<file path="config.mk">
export PLATFORM = sky130hd
export DESIGN_NAME = uart_rx_ctrl
export DESIGN_NICKNAME = d
export VERILOG_FILES = /design/src/rtl/uart_pkg.sv /design/src/rtl/uart_rx_ctrl_bit_timer.sv /design/src/rtl/uart_rx_ctrl.sv
export SDC_FILE = /design/constraint.sdc
export NUM_CORES = 1
export LEC_CHECK = 0
export CAP_MARGIN = 20
export CORE_MARGIN = 4
export CORE_UTILIZATION = 55
export CTS_CLUSTER_SIZE = 20
export DETAILED_ROUTE_END_ITERATION = 7
export PLACE_DENSITY = 0.76
export SYNTH_ARGS = -nofsm -noshare
export SYNTH_HDL_FRONTEND = slang
export SYNTH_SLANG_ARGS = --single-unit
</file>
<file path="constraint.sdc">
create_clock -name clk -period 2.6 [get_ports clk]
set_input_delay 0.52 -clock clk [delete_from_list [all_inputs] [get_ports clk]]
set_output_delay 0.52 -clock clk [all_outputs]
set_load 0.02 [all_outputs]
</file>
<file path="src/rtl/uart_pkg.sv">
// rtl/uart_pkg.sv - shared state type and width helpers for the UART receive path
//
// Purpose: state enumeration for uart_rx_ctrl plus constant functions that
// size the bit timer counter and the data bit index from module parameters.
// Ports: none (package).
package uart_pkg;

  // PARITY is always declared so the encoding does not change with the build.
  typedef enum logic [2:0] {
    IDLE   = 3'd0,
    START  = 3'd1,
    DATA   = 3'd2,
    PARITY = 3'd3,
    STOP   = 3'd4
  } rx_state_t;

  // Bits needed to hold any value 0..n-1, never less than one bit.
  function automatic int cnt_width(input int n);
    return (n > 2) ? $clog2(n) : 1;
  endfunction

  // Width of the bit timer count: $clog2(CLKS_PER_BIT).
  function automatic int timer_width(input int clks_per_bit);
    return cnt_width(clks_per_bit);
  endfunction

  // Width of the data bit index: 0..DATA_BITS-1.
  function automatic int index_width(input int data_bits);
    return cnt_width(data_bits);
  endfunction

endpackage

</file>
<file path="src/rtl/uart_rx_ctrl_bit_timer.sv">
// rtl/uart_rx_ctrl_bit_timer.sv - restartable cycle timer used as the UART RX time base
//
// Purpose: counts clk cycles from 0 up to limit and pulses tick for one cycle
// when the count equals limit, then wraps to 0. restart forces the count back
// to 0 so the next tick comes limit+1 cycles later.
// Ports:
//   clk     - system clock, rising edge
//   rst     - synchronous active-high reset
//   restart - clear the count this cycle
//   limit   - terminal count (tick when count == limit)
//   tick    - one-cycle terminal count pulse
module bit_timer #(
  parameter int W = 10
) (
  input  logic         clk,
  input  logic         rst,
  input  logic         restart,
  input  logic [W-1:0] limit,
  output logic         tick
);

  logic [W-1:0] cnt_q;
  logic [W-1:0] cnt_d;

  assign tick = (cnt_q == limit);

  always_comb begin
    cnt_d = cnt_q + W'(1);
    if (restart || tick) begin
      cnt_d = '0;
    end
  end

  always_ff @(posedge clk) begin
    if (rst) begin
      cnt_q <= '0;
    end else begin
      cnt_q <= cnt_d;
    end
  end

endmodule

</file>
<file path="src/rtl/uart_rx_ctrl.sv">
// rtl/uart_rx_ctrl.sv - UART receive controller: start detect, mid-bit sampling, framing checks
//
// Purpose: synchronises rx, detects the start edge, samples start/data/stop
// bits at mid-bit instants scheduled by bit_timer and presents each good word
// on data with a one-cycle valid strobe; a low stop bit gives frame_err.
// Optional feature macro: UART_RX_PARITY_EN adds an even parity bit between
// the data and stop bits and the parity_err output.
// Ports:
//   clk        - system clock, rising edge
//   rst        - synchronous active-high reset
//   rx         - asynchronous serial line, idles high
//   data       - last correctly framed word
//   valid      - one-cycle pulse when data updates
//   frame_err  - one-cycle pulse when the stop bit samples low
//   parity_err - one-cycle pulse on even parity mismatch (UART_RX_PARITY_EN only)
//   busy       - high while a frame is in progress
module uart_rx_ctrl
  import uart_pkg::*;
#(
  parameter int CLKS_PER_BIT = 868,
  parameter int DATA_BITS    = 8
) (
  input  logic                 clk,
  input  logic                 rst,
  input  logic                 rx,
  output logic [DATA_BITS-1:0] data,
  output logic                 valid,
  output logic                 frame_err,
`ifdef UART_RX_PARITY_EN
  output logic                 parity_err,
`endif
  output logic                 busy
);

  localparam int CW   = timer_width(CLKS_PER_BIT);
  localparam int IW   = index_width(DATA_BITS);
  localparam int HALF = CLKS_PER_BIT / 2;

  localparam logic [CW-1:0] LIM_HALF = CW'(HALF - 1);
  localparam logic [CW-1:0] LIM_BIT  = CW'(CLKS_PER_BIT - 1);
  localparam logic [IW-1:0] LAST_IDX = IW'(DATA_BITS - 1);

  // Synchroniser and edge history; all idle high.
  logic rx_meta_q;
  logic rx_s_q;
  logic rx_prev_q;

  // sync_fill_q[1] marks that rx_s_q holds a real post-reset pin sample, so a
  // line that is low at reset release cannot look like a falling edge.
  logic [1:0] sync_fill_q;
  logic       armed_q;

  rx_state_t            state_q;
  logic [IW-1:0]        bit_idx_q;
  logic [DATA_BITS-1:0] shift_q;
  logic [DATA_BITS-1:0] data_q;
  logic                 valid_q;
  logic                 frame_err_q;
  logic                 busy_q;
`ifdef UART_RX_PARITY_EN
  logic                 parity_err_q;
  logic                 par_bad_q;
`endif

  logic          fall;
  logic          tick;
  logic          restart;
  logic [CW-1:0] limit;

  always_ff @(posedge clk) begin
    if (rst) begin
      rx_meta_q   <= 1'b1;
      rx_s_q      <= 1'b1;
      rx_prev_q   <= 1'b1;
      sync_fill_q <= 2'b00;
      armed_q     <= 1'b0;
    end else begin
      rx_meta_q   <= rx;
      rx_s_q      <= rx_meta_q;
      rx_prev_q   <= rx_s_q;
      sync_fill_q <= {sync_fill_q[0], 1'b1};
      armed_q     <= armed_q | (sync_fill_q[1] & rx_s_q);
    end
  end

  assign fall = armed_q & rx_prev_q & ~rx_s_q;

  // The timer restarts on leaving IDLE and on every sample tick, so each
  // sample lands a full limit+1 cycles after the previous state entry.
  assign restart = (state_q == IDLE) ? fall : tick;
  assign limit   = (state_q == START) ? LIM_HALF : LIM_BIT;

  bit_timer #(
    .W(CW)
  ) u_bit_timer (
    .clk    (clk),
    .rst    (rst),
    .restart(restart),
    .limit  (limit),
    .tick   (tick)
  );

  always_ff @(posedge clk) begin
    if (rst) begin
      state_q      <= IDLE;
      bit_idx_q    <= '0;
      shift_q      <= '0;
      data_q       <= '0;
      valid_q      <= 1'b0;
      frame_err_q  <= 1'b0;
      busy_q       <= 1'b0;
`ifdef UART_RX_PARITY_EN
      parity_err_q <= 1'b0;
      par_bad_q    <= 1'b0;
`endif
    end else begin
      valid_q     <= 1'b0;
      frame_err_q <= 1'b0;
`ifdef UART_RX_PARITY_EN
      parity_err_q <= 1'b0;
`endif
      case (state_q)
        IDLE: begin
          if (fall) begin
            state_q <= START;
            busy_q  <= 1'b1;
          end
        end
        START: begin
          if (tick) begin
            if (!rx_s_q) begin
              state_q   <= DATA;
              bit_idx_q <= '0;
            end else begin
              // Start bit gone by mid-bit: a glitch, drop silently.
              state_q <= IDLE;
              busy_q  <= 1'b0;
            end
          end
        end
        DATA: begin
          if (tick) begin
            // LSB arrives first, so shifting right leaves it at bit 0.
            shift_q   <= {rx_s_q, shift_q[DATA_BITS-1:1]};
            bit_idx_q <= bit_idx_q + IW'(1);
            if (bit_idx_q == LAST_IDX) begin
`ifdef UART_RX_PARITY_EN
              state_q <= PARITY;
`else
              state_q <= STOP;
`endif
            end
          end
        end
`ifdef UART_RX_PARITY_EN
        PARITY: begin
          if (tick) begin
            // Even parity: data bits plus parity bit must XOR to 0.
            par_bad_q <= ^{shift_q, rx_s_q};
            state_q   <= STOP;
          end
        end
`endif
        STOP: begin
          if (tick) begin
            state_q <= IDLE;
            busy_q  <= 1'b0;
            if (!rx_s_q) begin
              frame_err_q <= 1'b1;
`ifdef UART_RX_PARITY_EN
            end else if (par_bad_q) begin
              parity_err_q <= 1'b1;
`endif
            end else begin
              valid_q <= 1'b1;
              data_q  <= shift_q;
            end
          end
        end
        default: begin
          state_q <= IDLE;
          busy_q  <= 1'b0;
        end
      endcase
    end
  end

  assign data      = data_q;
  assign valid     = valid_q;
  assign frame_err = frame_err_q;
  assign busy      = busy_q;
`ifdef UART_RX_PARITY_EN
  assign parity_err = parity_err_q;
`endif

endmodule

</file>
# Word-level counts from Yosys, hierarchy flattened
# Cells that the tools add are included.
# classes
bitwise	8
n_addsub	2
reduce_logical	10
n_eq_ne	12
muxes	21
# ops
cell	n
3-bit 2-to-1 mux	8
2-bit != test, second input constant	7
3-bit one-hot mux with 4 select lines	1
10-bit by 1-bit adder with 10-bit output, second input constant	1
10-bit == test	1
10-bit 2-to-1 mux	1
5-bit AND reduction	2
1-bit 2-to-1 mux	8
3-bit == test, second input constant	2
3-bit one-hot mux with 2 select lines	1
1-bit inverter	4
1-bit one-hot mux with 4 select lines	1
4-bit AND reduction	1
3-bit by 1-bit adder with 3-bit output, second input constant	1
1-bit AND	3
3-bit by 1-bit == test with 1-bit output, second input constant	1
3-bit by 2-bit == test with 1-bit output, second input constant	1
3-bit zero test	1
3-bit AND reduction	1
3-bit OR reduction	1
2-bit 2-to-1 mux	1
2-bit AND reduction	1
2-bit nonzero test	1
2-bit OR reduction	1
2 further kinds	2
# totals
in_bits	3
reg_bits	41
output_inout_bits	11
wordCells	67

# Depth between registers and ports, before layout
# Gate-level depths: netlist (run 1).
# logic_depth
depth_word	6
depth_mapped	6
mapped_depth_nobuf	6

# Modules after synthesis
# From an unflattened synthesis (run 1), not the netlist that was laid out.
# unflattened
hier_cells	192
area_unflattened_um2	1795.5
# by_module_without_submodules
mod	instances	area_each_um2	cells_per_inst	seq_area_each_um2
uart_rx_ctrl	1	1253.7	135	620.6
bit_timer	1	541.8	57	200.2

# Worst setup path before layout (run 1)
# No wires, ideal clock.
# synth_timing
path_kind	input-to-reg
startpoint	in rst
endpoint	reg state_q[0]
slack_ns	1.116
t_required_ns	2.483
setup_ns	0.117
path_buffers	2
arrival_time_ns	1.367
path_stages	4
cell_sequence	clkbuf_1 > inv_1 > dlygate4sd1_1 > a22o_1
# synth_rtl
item	line_no	text
start, declared	uart_rx_ctrl.sv:24	input logic rst,
end signal, assigned	uart_rx_ctrl.sv:105	state_q <= IDLE;
end signal, assigned	uart_rx_ctrl.sv:125	state_q <= START;
end signal, assigned	uart_rx_ctrl.sv:132	state_q <= DATA;
end, declared	uart_rx_ctrl.sv:53	rx_state_t state_q;
# No word-level cell between the ends.

# Worst setup path in the final report (run 1)
# layout_timing
startpoint	reg state_q[0]
endpoint	reg shift_q[7]
# layout_via
elab_chain_cells	4
elab_cells_between_ends	5
cone_classes	3 x eq/ne; 1 x mux; 1 x reduce/logical
# layout_rtl
item	line_no	text
3-bit by 1-bit == test with 1-bit output	uart_rx_ctrl.sv:91	assign limit = (state_q == START) ? LIM_HALF : LIM_BIT;
10-bit 2-to-1 mux	uart_rx_ctrl.sv:91	
10-bit == test	uart_rx_ctrl_bit_timer.sv:25	assign tick = (cnt_q == limit);
2-bit AND reduction (no line) *	n/a	
end signal, assigned	uart_rx_ctrl.sv:144	shift_q <= {rx_s_q, shift_q[DATA_BITS-1:1]};
end, declared	uart_rx_ctrl.sv:55	logic [DATA_BITS-1:0] shift_q;
# Every way passes the cells marked *; elsewhere a longest branch is shown, timed or not.
# A chain may end at the register's enable or synchronous reset.

==> impl_metrics.ini, run 1 <==
[synthesis]
synth-async-reset-ratio_pct = 0
synth_most_common_cell = sky130_fd_sc_hd__dfxtp_1
ys_dominant_reg_cell = sky130_fd_sc_hd__dfxtp_1
mappedNetlistArea_mm2 = 0.00175
synth.top_cells.by_count = 41 x sky130_fd_sc_hd__dfxtp_1, 25 x sky130_fd_sc_hd__nand2_1, 18 x sky130_fd_sc_hd__mux2i_1, 13 x sky130_fd_sc_hd__nor2_1, 7 x sky130_fd_sc_hd__xor2_1
synth_sequential_area_ratio_pct = 46.9
number_of_nets_in_the_synthesized_netlist = 178
yosysTopAreaCell = sky130_fd_sc_hd__dfxtp_1
ys_ff_latch = 41
syn-instance-count = 172
ys_top_cells_by_area = sky130_fd_sc_hd__dfxtp_1 47%, sky130_fd_sc_hd__mux2i_1 10%, sky130_fd_sc_hd__nand2_1 5.4%
yosys_warnings = 0
synth_edf_count = 0
syn_area_per_cell_um2 = 10.2
synthDominantCellAreaShare_pct = 46.9
synth_cell_type_count = 45

[placed_design]
placement.io_buffers = 13
place_congestion = 0.821
hpwl_mm = 2.23

[global_route]
grt_pass1_wl_mm = 5.62
overall_overflow_remaining_after_global_route = 0
grtUsageTotal_pct = 17.5
initial_antenna_violation_count = 0
vias_in_the_first_global_route = 1230
pin_count_of_the_biggest_net_entering_global_routing = 23

[clock_network]
path_clk_slew_ps = 130
post_cts_resized = 0
htree_levels = 2
root_buffer = sky130_fd_sc_hd__clkbuf_4
cts_buffer_count = 5
clkLatencyLatePin_ps = 360
cts_hold_repair.buffers = 0
postCtsSetupBuffers = 0
clock_sink_count = 41
cts_max_path_bufs = 2
cts_tree = done

[detailed_routing]
finalWirelength_mm = 3.21
met2_wl_mm = 1.54
met1_length_mm = 1.50
detail_route.iter0.violations = 80
avgRoutedWirePerCell_um = 14.0
via_count = 1230
top_layer_used = met4
drc = 0
drt.antenna.violating_nets = 0
avgViaCountPerCell = 5.37
firstDrtPassIters = 4
met3_wirelength_um = 97

[final_layout]
layout-drive-gt1-share_pct = 12.4
final_stage_net_count = 190
area_delta_synth_final_pct = 9.58
antenna_cells = 0
final_core_utilization_pct = 62.8
multi_input_area_um2 = 823
seq_area_um2 = 821
fill_cells = 272

[power]
power.switching_fraction_pct = 24.8
seqPwrFrac_pct = 64.2
p_clk_share_pct = 32.1
power.combinational.fraction_pct = 3.7
netSwitchingPower_mw = 0.250
power_density_mw_per_mm2 = 527
total_leakage_power_nw = 0.800
vdd_drop_max_mv = 0.342
cellInternalPower_mw = 0.761

[critical_path]
cpMaxStageDelayCell = sky130_fd_sc_hd__dfxtp_1
critical_path_class = flip-flop to flip-flop
cp_cell_sequence = nor3b_4 > mux2i_2 > nand3_2 > mux2i_1
arrival_ps = 2180
crit_path_max_incr_delay_ps = 590
timing.critical_path.fanout_max = 12
cp_top_family = simple AND/OR/NAND/NOR gates
cp_capture_type = flip-flop
cp.required_ps = 2840
path_buf_inv = 0
cp-start-kind = flip-flop

[floorplanning]
floorplan.rows = 20
die_h_um = 64.4
die-width_um = 64.4
core_area_mm2 = 0.00305
initial_utilization_pct = 57.3
ioPinCount = 14
dieArea_mm2 = 0.00415

[sta]
slew-limit-headroom_pct = 56.9
report.final.slew_viol_count = 0
maxClockFrequency_mhz = 518
period_share_pct = 74.3
final.setup.tns_ps = 0
final_period_minus_worst_setup_slack_ps = 1930
unrepaired_setup_endpoints_after_global_routing = false
clock_skew_ps = 8.26
timing.final.hold_violations = 0
whs_ps = 435
tightestPinTransition_ps = 646
number_of_setup_violations_in_the_final_report = 0

[hold_path]
min_path_type = flip-flop to flip-flop

[run]
maxCapViolations = 0

[run_status]
status = complete, no violations
## worst reg2reg max path, delay by kind of cell, from the launching register on
kind	cells	cell delay (ps)
simple gates	2	640
flops	1	590
mux	2	590
## metal layers
layer / up-vias / track usage (%)
li1: 615 / -
met1: 586 / 21.0
met2: 21 / 29.3
met3: 8 / 4.85
met4: 0 / 7.92
met5: - / 0
## state kept, by name, indices dropped and copies added (netlist names)
signal             cells
bit_idx_q              3
rx_prev_q              1
shift_q                8
rx_meta_q              1
data                   8
sync_fill_q            2
frame_err              1
state_q                3
armed_q                1
u_bit_timer.cnt_q     10
valid                  1
busy                   1
rx_s_q                 1
## through the flow
stage	instances	power [mW]	setup slack, ps	area [µm²]
floorplan	172	0.691	1120	1750
global placement	221	0.697	763	1860
detailed placement	221	0.700	711	1860
CTS	229	1.02	673	1920
global route	229	1.06	495	1920
finish	229	1.01	668	1920
## placed cells by master (no fill, tap or decap), types with 4 or more instances in the layout
cell type                         Yosys  routed
sky130_fd_sc_hd__xor2_1               7       7
sky130_fd_sc_hd__nand2_1             25      25
sky130_fd_sc_hd__mux2i_1             18      18
sky130_fd_sc_hd__inv_1                4       4
sky130_fd_sc_hd__clkbuf_4             0       5
sky130_fd_sc_hd__dfxtp_1             41      41
sky130_fd_sc_hd__nor2_1              13      13
sky130_fd_sc_hd__nand3_1              4       4
sky130_fd_sc_hd__clkdlybuf4s50_1      0      13
sky130_fd_sc_hd__or2_2                4       4
## final timing paths
path / from / end / slack (ps) / cells after the start
worst min register to register: rx_meta_q$_SDFF_PP1_ / rx_s_q$_SDFF_PP1_ / 440 / 1
worst max register to register: state_q[0]$_SDFFE_PP0P_ / shift_q[7]$_SDFFE_PP0P_ / 670 / 4
worst min-delay path: rx_meta_q$_SDFF_PP1_ / rx_s_q$_SDFF_PP1_ / 440 / 1
worst max-delay path: state_q[0]$_SDFFE_PP0P_ / shift_q[7]$_SDFFE_PP0P_ / 670 / 4
## power by group through the flow
stage	logic, mW	registers [mW]	clock network, mW
floorplan	0.0321	0.659	0
global placement	0.0358	0.661	0
detailed placement	0.0377	0.662	0
CTS	0.0380	0.648	0.337
global route	0.0429	0.650	0.368
finish	0.0377	0.649	0.325
## cell families (layout without fill, tap and decap cells)
| family | Yosys count | after routing | share of synthesized area, % |
|---|---|---|---|
| fa+ha+maj | 3 | 3 | 2.14 |
| buf+inv | 14 | 27 | 6.08 |
| compound gates | 13 | 13 | 5.43 |
| simple gates | 73 | 73 | 23.9 |
| mux | 19 | 19 | 11.1 |
| xor+xnor | 9 | 9 | 4.50 |
| flops | 41 | 41 | 46.9 |
## layout make-up
class	instances	area share [%]
clock inverter	3	1.11
inverter	4	0.783
sequential	41	42.8
multi-input combinational	117	42.9
timing repair buffer	15	7.57
clock buffer	5	1.96
tap	44	2.87
Note: power is estimated with default switching activity, not from simulation.
==> inputs of run 2 (changes only) <==
==> constraint.sdc (replaced) <==
create_clock -name clk -period 1.8 [get_ports clk]
set_input_delay 0.36 -clock clk [delete_from_list [all_inputs] [get_ports clk]]
set_output_delay 0.36 -clock clk [all_outputs]
set_load 0.02 [all_outputs]
==> run 2 against run 1 <==
  * Via count rose by 0.73%
  * Total power up 59%
  * Critical path type is now flip-flop to primary output
  * Largest power group unchanged
  * Critical endpoint is now busy
  * Highest routed layer unchanged
  * Clock skew fell by 4.5 ps
  * Worst hold slack got worse by 8.3 ps
  * Cell count is 2.6% higher
==> impl_metrics.ini, run 2 (same netlist as run 1, synthesis figures left out) <==
[run_status]
status = complete, no violations

[hold_path]
min_path_type = flip-flop to flip-flop

[global_route]
pin_count_of_the_biggest_net_entering_global_routing = 17
grtUsageTotal_pct = 17.8
overall_overflow_remaining_after_global_route = 0
initial_antenna_violation_count = 0
vias_in_the_first_global_route = 1320
grt_pass1_wl_mm = 5.75

[sta]
worst_slack_ps = 112
maxClockFrequency_mhz = 593
timing.final.hold_violations = 0
tightestPinTransition_ps = 356
unrepaired_setup_endpoints_after_global_routing = true
number_of_setup_violations_in_the_final_report = 0
period_share_pct = 93.8
clock_skew_ps = 3.77
slew-limit-headroom_pct = 75.8
final_period_minus_worst_setup_slack_ps = 1690
report.final.slew_viol_count = 0

[clock_network]
htree_levels = 2
clkLatencyLatePin_ps = 340
root_buffer = sky130_fd_sc_hd__clkbuf_4
path_clk_slew_ps = 110
cts_buffer_count = 5
post_cts_resized = 0
clock_sink_count = 41
cts_tree = done
postCtsSetupBuffers = 0
cts_max_path_bufs = 2
cts_hold_repair.buffers = 0

[floorplanning]
core_area_mm2 = 0.00305
die-width_um = 64.4
dieArea_mm2 = 0.00415
die_h_um = 64.4
floorplan.rows = 20
initial_utilization_pct = 57.3
ioPinCount = 14

[detailed_routing]
drt.antenna.violating_nets = 0
drc = 0
avgViaCountPerCell = 5.27
finalWirelength_mm = 3.11
via_count = 1239
firstDrtPassIters = 4
avgRoutedWirePerCell_um = 13.2
detail_route.iter0.violations = 95

[final_layout]
area_delta_synth_final_pct = 13.7
post_layout_nonfiller_instances = 235
layout_commonest_cell = sky130_fd_sc_hd__dfxtp_1
largest_register_ffs = 10
regMostFlops = u_bit_timer.cnt_q
leading_cell_types_in_the_layout_fill_and_taps_excluded = 41 x sky130_fd_sc_hd__dfxtp_1, 25 x sky130_fd_sc_hd__nand2_1, 18 x sky130_fd_sc_hd__mux2i_1
layout-drive-gt1-share_pct = 14.7
antenna_cells = 0
final_area_mm2 = 0.00199
final_stage_net_count = 196

[run]
maxCapViolations = 0

[placed_design]
place_congestion = 0.801
placed_cells_incl_taps = 227
placement.io_buffers = 13
dpl_worst_slack_ps = 157
hpwl_mm = 2.21
dpl-instance-area_mm2 = 0.00190

[critical_path]
cp-start-kind = flip-flop
cp_cell_sequence = clkdlybuf4s50_1
path_buf_inv = 1
timing.critical_path.fanout_max = 3
cpMaxStageDelayCell = sky130_fd_sc_hd__clkdlybuf4s50_1
cp_top_family = buffers and inverters
cp.required_ps = 1440
arrival_ps = 1330
cp_capture_type = primary output
critical_path_class = flip-flop to primary output
crit_path_max_incr_delay_ps = 620

[power]
total_leakage_power_nw = 0.845
vdd_drop_max_mv = 0.570
power_density_mw_per_mm2 = 808
finalPower_mw = 1.61
-- run 2: cell count changes in the layout (fill, tap and decap cells not counted), sizes merged --
cell,before,now
buf,2,8
clkbuf,5,7
bufinv,0,1
clkinv,1,0
clkinvlp,1,0
inv,5,4
-- run 2: final cells by class --
type,count,area (µm²)
well taps,44,55.1
clock buffers,7,55.1
fillers,272,1060
multi-input cells,117,823
flip-flops and latches,41,821
clock inverters,1,30.0
inverters,4,15.0
repair buffers,21,190
-- run 2: layer usage --
metal	wire, µm	track usage (%)
met1	1350	19.4
met2	1580	31.7
met4	52	6.33
met3	128	6.41
met5	0	0
-- run 2: worst paths after layout --
check / depth (start not counted) / endpoint / startpoint / slack [ps]
worst max register to register: 4 / bit_idx_q[0]$_SDFFE_PP0P_ / u_bit_timer.cnt_q[6]$_SDFF_PP0_ / 130
worst max-delay path: 1 / busy / busy$_SDFFE_PP0P_ / 110
worst min register to register: 1 / rx_s_q$_SDFF_PP1_ / rx_meta_q$_SDFF_PP1_ / 430
worst min-delay path: 1 / rx_s_q$_SDFF_PP1_ / rx_meta_q$_SDFF_PP1_ / 430
-- run 2: where the power goes --
part	switching [mW]	leakage (nW)	total, mW	internal [mW]
clock network	0.283	0.0455	0.615	0.332
registers	0.0143	0.332	0.935	0.921
logic	0.0314	0.467	0.0583	0.0269
total	0.329	0.845	1.61	1.28
-- run 2: per-stage QoR --
| step | setup TNS (ps) | util (%) | hold slack, ps |
|---|---|---|---|
| 2_1_floorplan | 0 | - | 389 |
| 3_3_place_gp | 0 | 62.4 | 392 |
| 3_5_place_dp | 0 | 62.4 | 399 |
| 4_1_cts | 0 | 65.2 | 427 |
| 5_1_grt | -4.66 | 65.2 | 441 |
| 6_report | 0 | 65.2 | 427 |
==> variant 1 (settings of run 2) <==
Add a define of `UART_RX_PARITY_EN`.
--- a/src/rtl/uart_rx_ctrl.sv
+++ b/src/rtl/uart_rx_ctrl.sv
@@ -15,4 +15,6 @@
 //   parity_err - one-cycle pulse on even parity mismatch (UART_RX_PARITY_EN only)
 //   busy       - high while a frame is in progress
+`define UART_RX_PARITY_EN
+
 module uart_rx_ctrl
   import uart_pkg::*;
Function (old outputs only; new: parity_err): same outputs for any inputs over 10 cycles, from zero or initial values and one cycle with rst high; that may be too few to reach the edited logic, so the function may still have changed.
==> variant 1 against run 2 <==
  * Sequential cell count is 2 higher
  * Setup slack worse by 0.072 ns
  * Routed wire length is 8.5% higher
  * Clock skew is essentially flat
  * Area after synthesis is 5.6% higher
  * Cell area up 9.7%
  * Power shrank 6.3%
  * Via count increased by 8.1%
  * Largest power group unchanged
  * Highest routed layer unchanged
==> variant 1: results (changes against run 2) <==
Parameter                              Value

Outcome
  Result of the run ... finished clean (unchanged)

Synth
  Largest cells by area after synthesis ... dfxtp_1 47%, mux2i_1 5.4%, xnor2_1 4.7%, nand2_1 4.5%, a21oi_1 3.5% (was dfxtp_1 47%, mux2i_1 10%, nand2_1 5.4%, xor2_1 3.5%, buf_6 3.2%)
  Most frequent cells after synthesis ... 43 x dfxtp_1, 22 x nand2_1, 17 x nor2_1 (was 41 x dfxtp_1, 25 x nand2_1, 18 x mux2i_1)
  Synthesized netlist cell count ... 186 (was 172)
  Portion of the post-synthesis area used by sequential elements ... 0.466 (was 0.469)

Timing
  Worst slew pin tran ... 0.325 ns (was 0.356 ns)
  Worst clock skew on the final layout ... 0.00394 ns (was 0.00377 ns)

Drt
  Initial drt markers ... 92 (was 95)
  Routed wire per std cell ... 13.2 microns (about the same)

Worst setup path
  Crit path max-delay cell type ... or4_4 (was clkdlybuf4s50_1)
  Largest fanout on the critical path ... 7 (was 3)
  Critical path's top delay family ... simple AND/OR/NAND/NOR gates (was buffers and inverters)
  Worst path arrival time ... 2.00 ns (was 1.33 ns)

Placement
  Total placed instance area ... 0.00206 sq mm (was 0.00190 sq mm)
  Dpl hpwl ... 2350 microns (was 2210 microns)
  Port Buf Inserts ... 14 (was 13)
  Routability Congestion ... 0.832 (was 0.801)
  Post-placement cell count ... 246 (was 227)

Layout
  Storage cell area ... 870 sq um (was 821 sq um)
  Fill count ... 250 (was 272)
  Final instance count without filler cells ... 256 (was 235)

GRT
  Global routing usage summed across all routing layers ... 0.164 (was 0.178)
  Wire length of the first global-routing pass ... 5530 microns (was 5750 microns)
  Largest net degree at the start of global routing ... 17 (unchanged)
  Via count of the first global-routing pass ... 1268 (was 1320)

Power and ir drop
  Worst voltage drop across the vdd grid ... 0.424 mV (was 0.570 mV)
[variant 1: cell count changes in the layout (fill, tap and decap cells not counted), sizes merged, moves of 5 or more]
cell / delta
xnor2: +8
a21oi: +12
buf: +5
mux2i: -9
nor2: +12
[variant 1: cell type report]
class                           instances  area share
Sequential cell                        43       0.398
Tap cell                               44      0.0252
Multi-Input combinational cell        131       0.433
Timing Repair Buffer                   27       0.111
Inverter                                4     0.00688
Clock buffer                            6      0.0235
Clock inverter                          1     0.00229
[variant 1: final timing paths]
kind / startpoint / endpoint / slack (ns) / cells after the start
setup / recovery: u_bit_timer.cnt_q[2] / shift_q[0] / 0.04 / 5
setup reg to reg: u_bit_timer.cnt_q[2] / shift_q[0] / 0.04 / 5
hold / removal: rx_meta_q / rx_s_q / 0.42 / 1
hold reg to reg: rx_meta_q / rx_s_q / 0.42 / 1
[variant 1: metal layers]
layer	track usage	vias up	part of all wire
met2	0.282	30	0.49
met1	0.197	618	0.45
met4	0.0457	0	0.0056
met3	0.0493	2	0.047
li1	-	689	-
met5	0	-	0
[variant 1: stage by stage]
step	hold WS [ns]	total power, mW	worst slack (ns)
floorplan	0.389	1.04	0.184
global placement	0.393	1.06	0.0610
detailed placement	0.393	1.06	-0.00688
CTS	0.420	1.51	0.0743
global route	0.439	1.58	-0.0379
finish	0.420	1.51	0.0402
[variant 1: cell families after synthesis]
group / Yosys count / share of synthesized area
AND/OR/NAND/NOR: 79 / 0.252
flip-flops: 43 / 0.466
AO/OA/AOI/OAI: 23 / 0.0833
XOR/XNOR: 15 / 0.0785
buffers and inverters: 13 / 0.0460
multiplexers: 10 / 0.0542
adder cells (fa/ha/maj): 3 / 0.0203
[variant 1: power by group]
group,internal (mW),switching [mW]
clock,0.181,0.283
combinational,0.0300,0.0364
sequential,0.965,0.0115
total,1.18,0.331
==> variant 2 (settings of run 2) <==
Made on the original files. Re-encode `rx_state_t` (5 states) as one-hot, 5 bits wide.
--- a/src/rtl/uart_pkg.sv
+++ b/src/rtl/uart_pkg.sv
@@ -7,10 +7,10 @@
 
   // PARITY is always declared so the encoding does not change with the build.
-  typedef enum logic [2:0] {
-    IDLE   = 3'd0,
-    START  = 3'd1,
-    DATA   = 3'd2,
-    PARITY = 3'd3,
-    STOP   = 3'd4
+  typedef enum logic [4:0] {
+    IDLE   = 5'b00001,
+    START  = 5'b00010,
+    DATA   = 5'b00100,
+    PARITY = 5'b01000,
+    STOP   = 5'b10000
   } rx_state_t;
 
Function: same outputs for any inputs over 10 cycles, from zero or initial values and one cycle with rst high; not proved beyond that.
==> variant 2 against run 2 <==
  * Cell area up 7.2%
  * Cell count up 3.8%
  * The flow now finishes with violations (negative setup slack)
  * Area after synthesis down 3.6%
  * First-iteration DRC count down 55%
  * Routed wire length up 16%
  * Register-to-register slack worse by 0.29 ns
  * Global-route usage up 1.3 points
  * Maximum frequency down 14%
  * Sequential cell count up 1
  * Critical path type is now flip-flop to flip-flop
  * Setup slack worse by 0.27 ns
Power is not compared: it rests on default switching activity, and its combinational part moved more than twofold at a synthesized area within 25%.
==> variant 2: results (changes against run 2) <==
Parameter                              Value

GRT
  Global routing usage summed across all routing layers ... 0.191 (was 0.178)
  Via count of the first global-routing pass ... 1364 (was 1320)
  Global Route met1 Usage ... 0.239 (was 0.194)
  Met2 Use GR ... 0.318 (was 0.317)
  Wire length of the first global-routing pass ... 6160 microns (was 5750 microns)
  Met3 layer usage reported by global route ... 0.0551 (was 0.0641)

Outcome
  Failing checks ... negative setup slack
  Result of the run ... finished, violations left (was finished clean)

Layout
  Area occupied by multi-input gates ... 853 sq um (was 823 sq um)
  Fin util ... 0.747 (was 0.652)
  Fraction of final layout cells sized beyond drive strength 1 ... 0.239 (was 0.147)
  Layout multi-input combinational cell count ... 123 (was 117)
  Signal buffers share of area ... 0.155 (was 0.0956)
  Storage cell area ... 843 sq um (was 821 sq um)
  Number of signal-net inverters in the final layout ... 3 (was 4)
  Clk tree area frac ... 0.0258 (was 0.0428)
  Total non-filler cell area in the finished layout ... 0.00213 sq mm (was 0.00199 sq mm)
  Final layout net count ... 218 (was 196)
  Layout buffer count excluding clock buffers ... 37 (was 21)

Worst setup path
  Capturing element type of the critical path ... flip-flop (was primary output)
  Largest fanout on the critical path ... 12 (was 3)
  End of the worst register-to-register path ... shift_q[4] (was bit_idx_q[0])
  Depth of the worst register-to-register path ... 6 (was 4)
  Worst setup slack for register-to-register paths ... -0.16 ns (was 0.13 ns)
  Critical path's top delay family ... simple AND/OR/NAND/NOR gates (was buffers and inverters)

Synth
  Syn_nets ... 180 (was 178)
  Portion of the post-synthesis area used by sequential elements ... 0.498 (was 0.469)
  Largest cells by area after synthesis ... dfxtp_1 50%, mux2i_1 10%, nor2_1 8.5%, xnor2_1 2.6%, ha_1 2.2% (was dfxtp_1 47%, mux2i_1 10%, nand2_1 5.4%, xor2_1 3.5%, buf_6 3.2%)
  Synthesized netlist cell count ... 174 (was 172)
  Yosys cell types ... 37 (was 45)

Placement
  Total placed instance area ... 0.00202 sq mm (was 0.00190 sq mm)
  Worst setup slack after placement ... -0.146 ns (was 0.157 ns)
  Dpl hpwl ... 2510 microns (was 2210 microns)
  Routability Congestion ... 0.936 (was 0.801)

Drt
  Routed wire per std cell ... 14.8 microns (was 13.2 microns)
  Length of routed met3 wiring ... 154 microns (was 128 microns)
  Met1 Wirelength ... 1600 microns (was 1350 microns)
  Via count ... 1363 (was 1239)
  Initial drt markers ... 43 (was 95)
  WL met2 ... 1830 microns (was 1580 microns)

Timing
  Setup TNS ... -2.04 ns (was 0 ns)
  Total of endpoints with negative setup slack in the final report ... 25 (was 0)
  Worst slack on hold paths ... 0.427 ns (about the same)
  Worst setup slack after layout ... -0.161 ns (was 0.112 ns)
-- variant 2: cell types whose count changed after synthesis, moves of 3 or more --
cell     delta
nor2_1     +25
xnor2_1     +3
nand2_1    -19
xor2_1      -4
buf_6       -4
a21oi_1     +4
-- variant 2: kinds of logic (layout without fill, tap and decap cells) --
kind of cell / after synthesis / in the layout / synth area share
multiplexers: 18 / 18 / 0.110
AND/OR/NAND/NOR: 75 / 76 / 0.229
adder cells (fa/ha/maj): 3 / 3 / 0.0222
XOR/XNOR: 8 / 8 / 0.0415
AO/OA/AOI/OAI: 18 / 18 / 0.0704
buffers and inverters: 10 / 48 / 0.0289
flip-flops: 42 / 42 / 0.498
-- variant 2: timing repair --
item / 4_1_cts / 5_1_grt
pin swaps: 6 / 3
endpoints found under the setup margin: 33 / 34
buffers inserted: 0 / 1
gates cloned: 1 / 0
gates resized for setup: 8 / 9
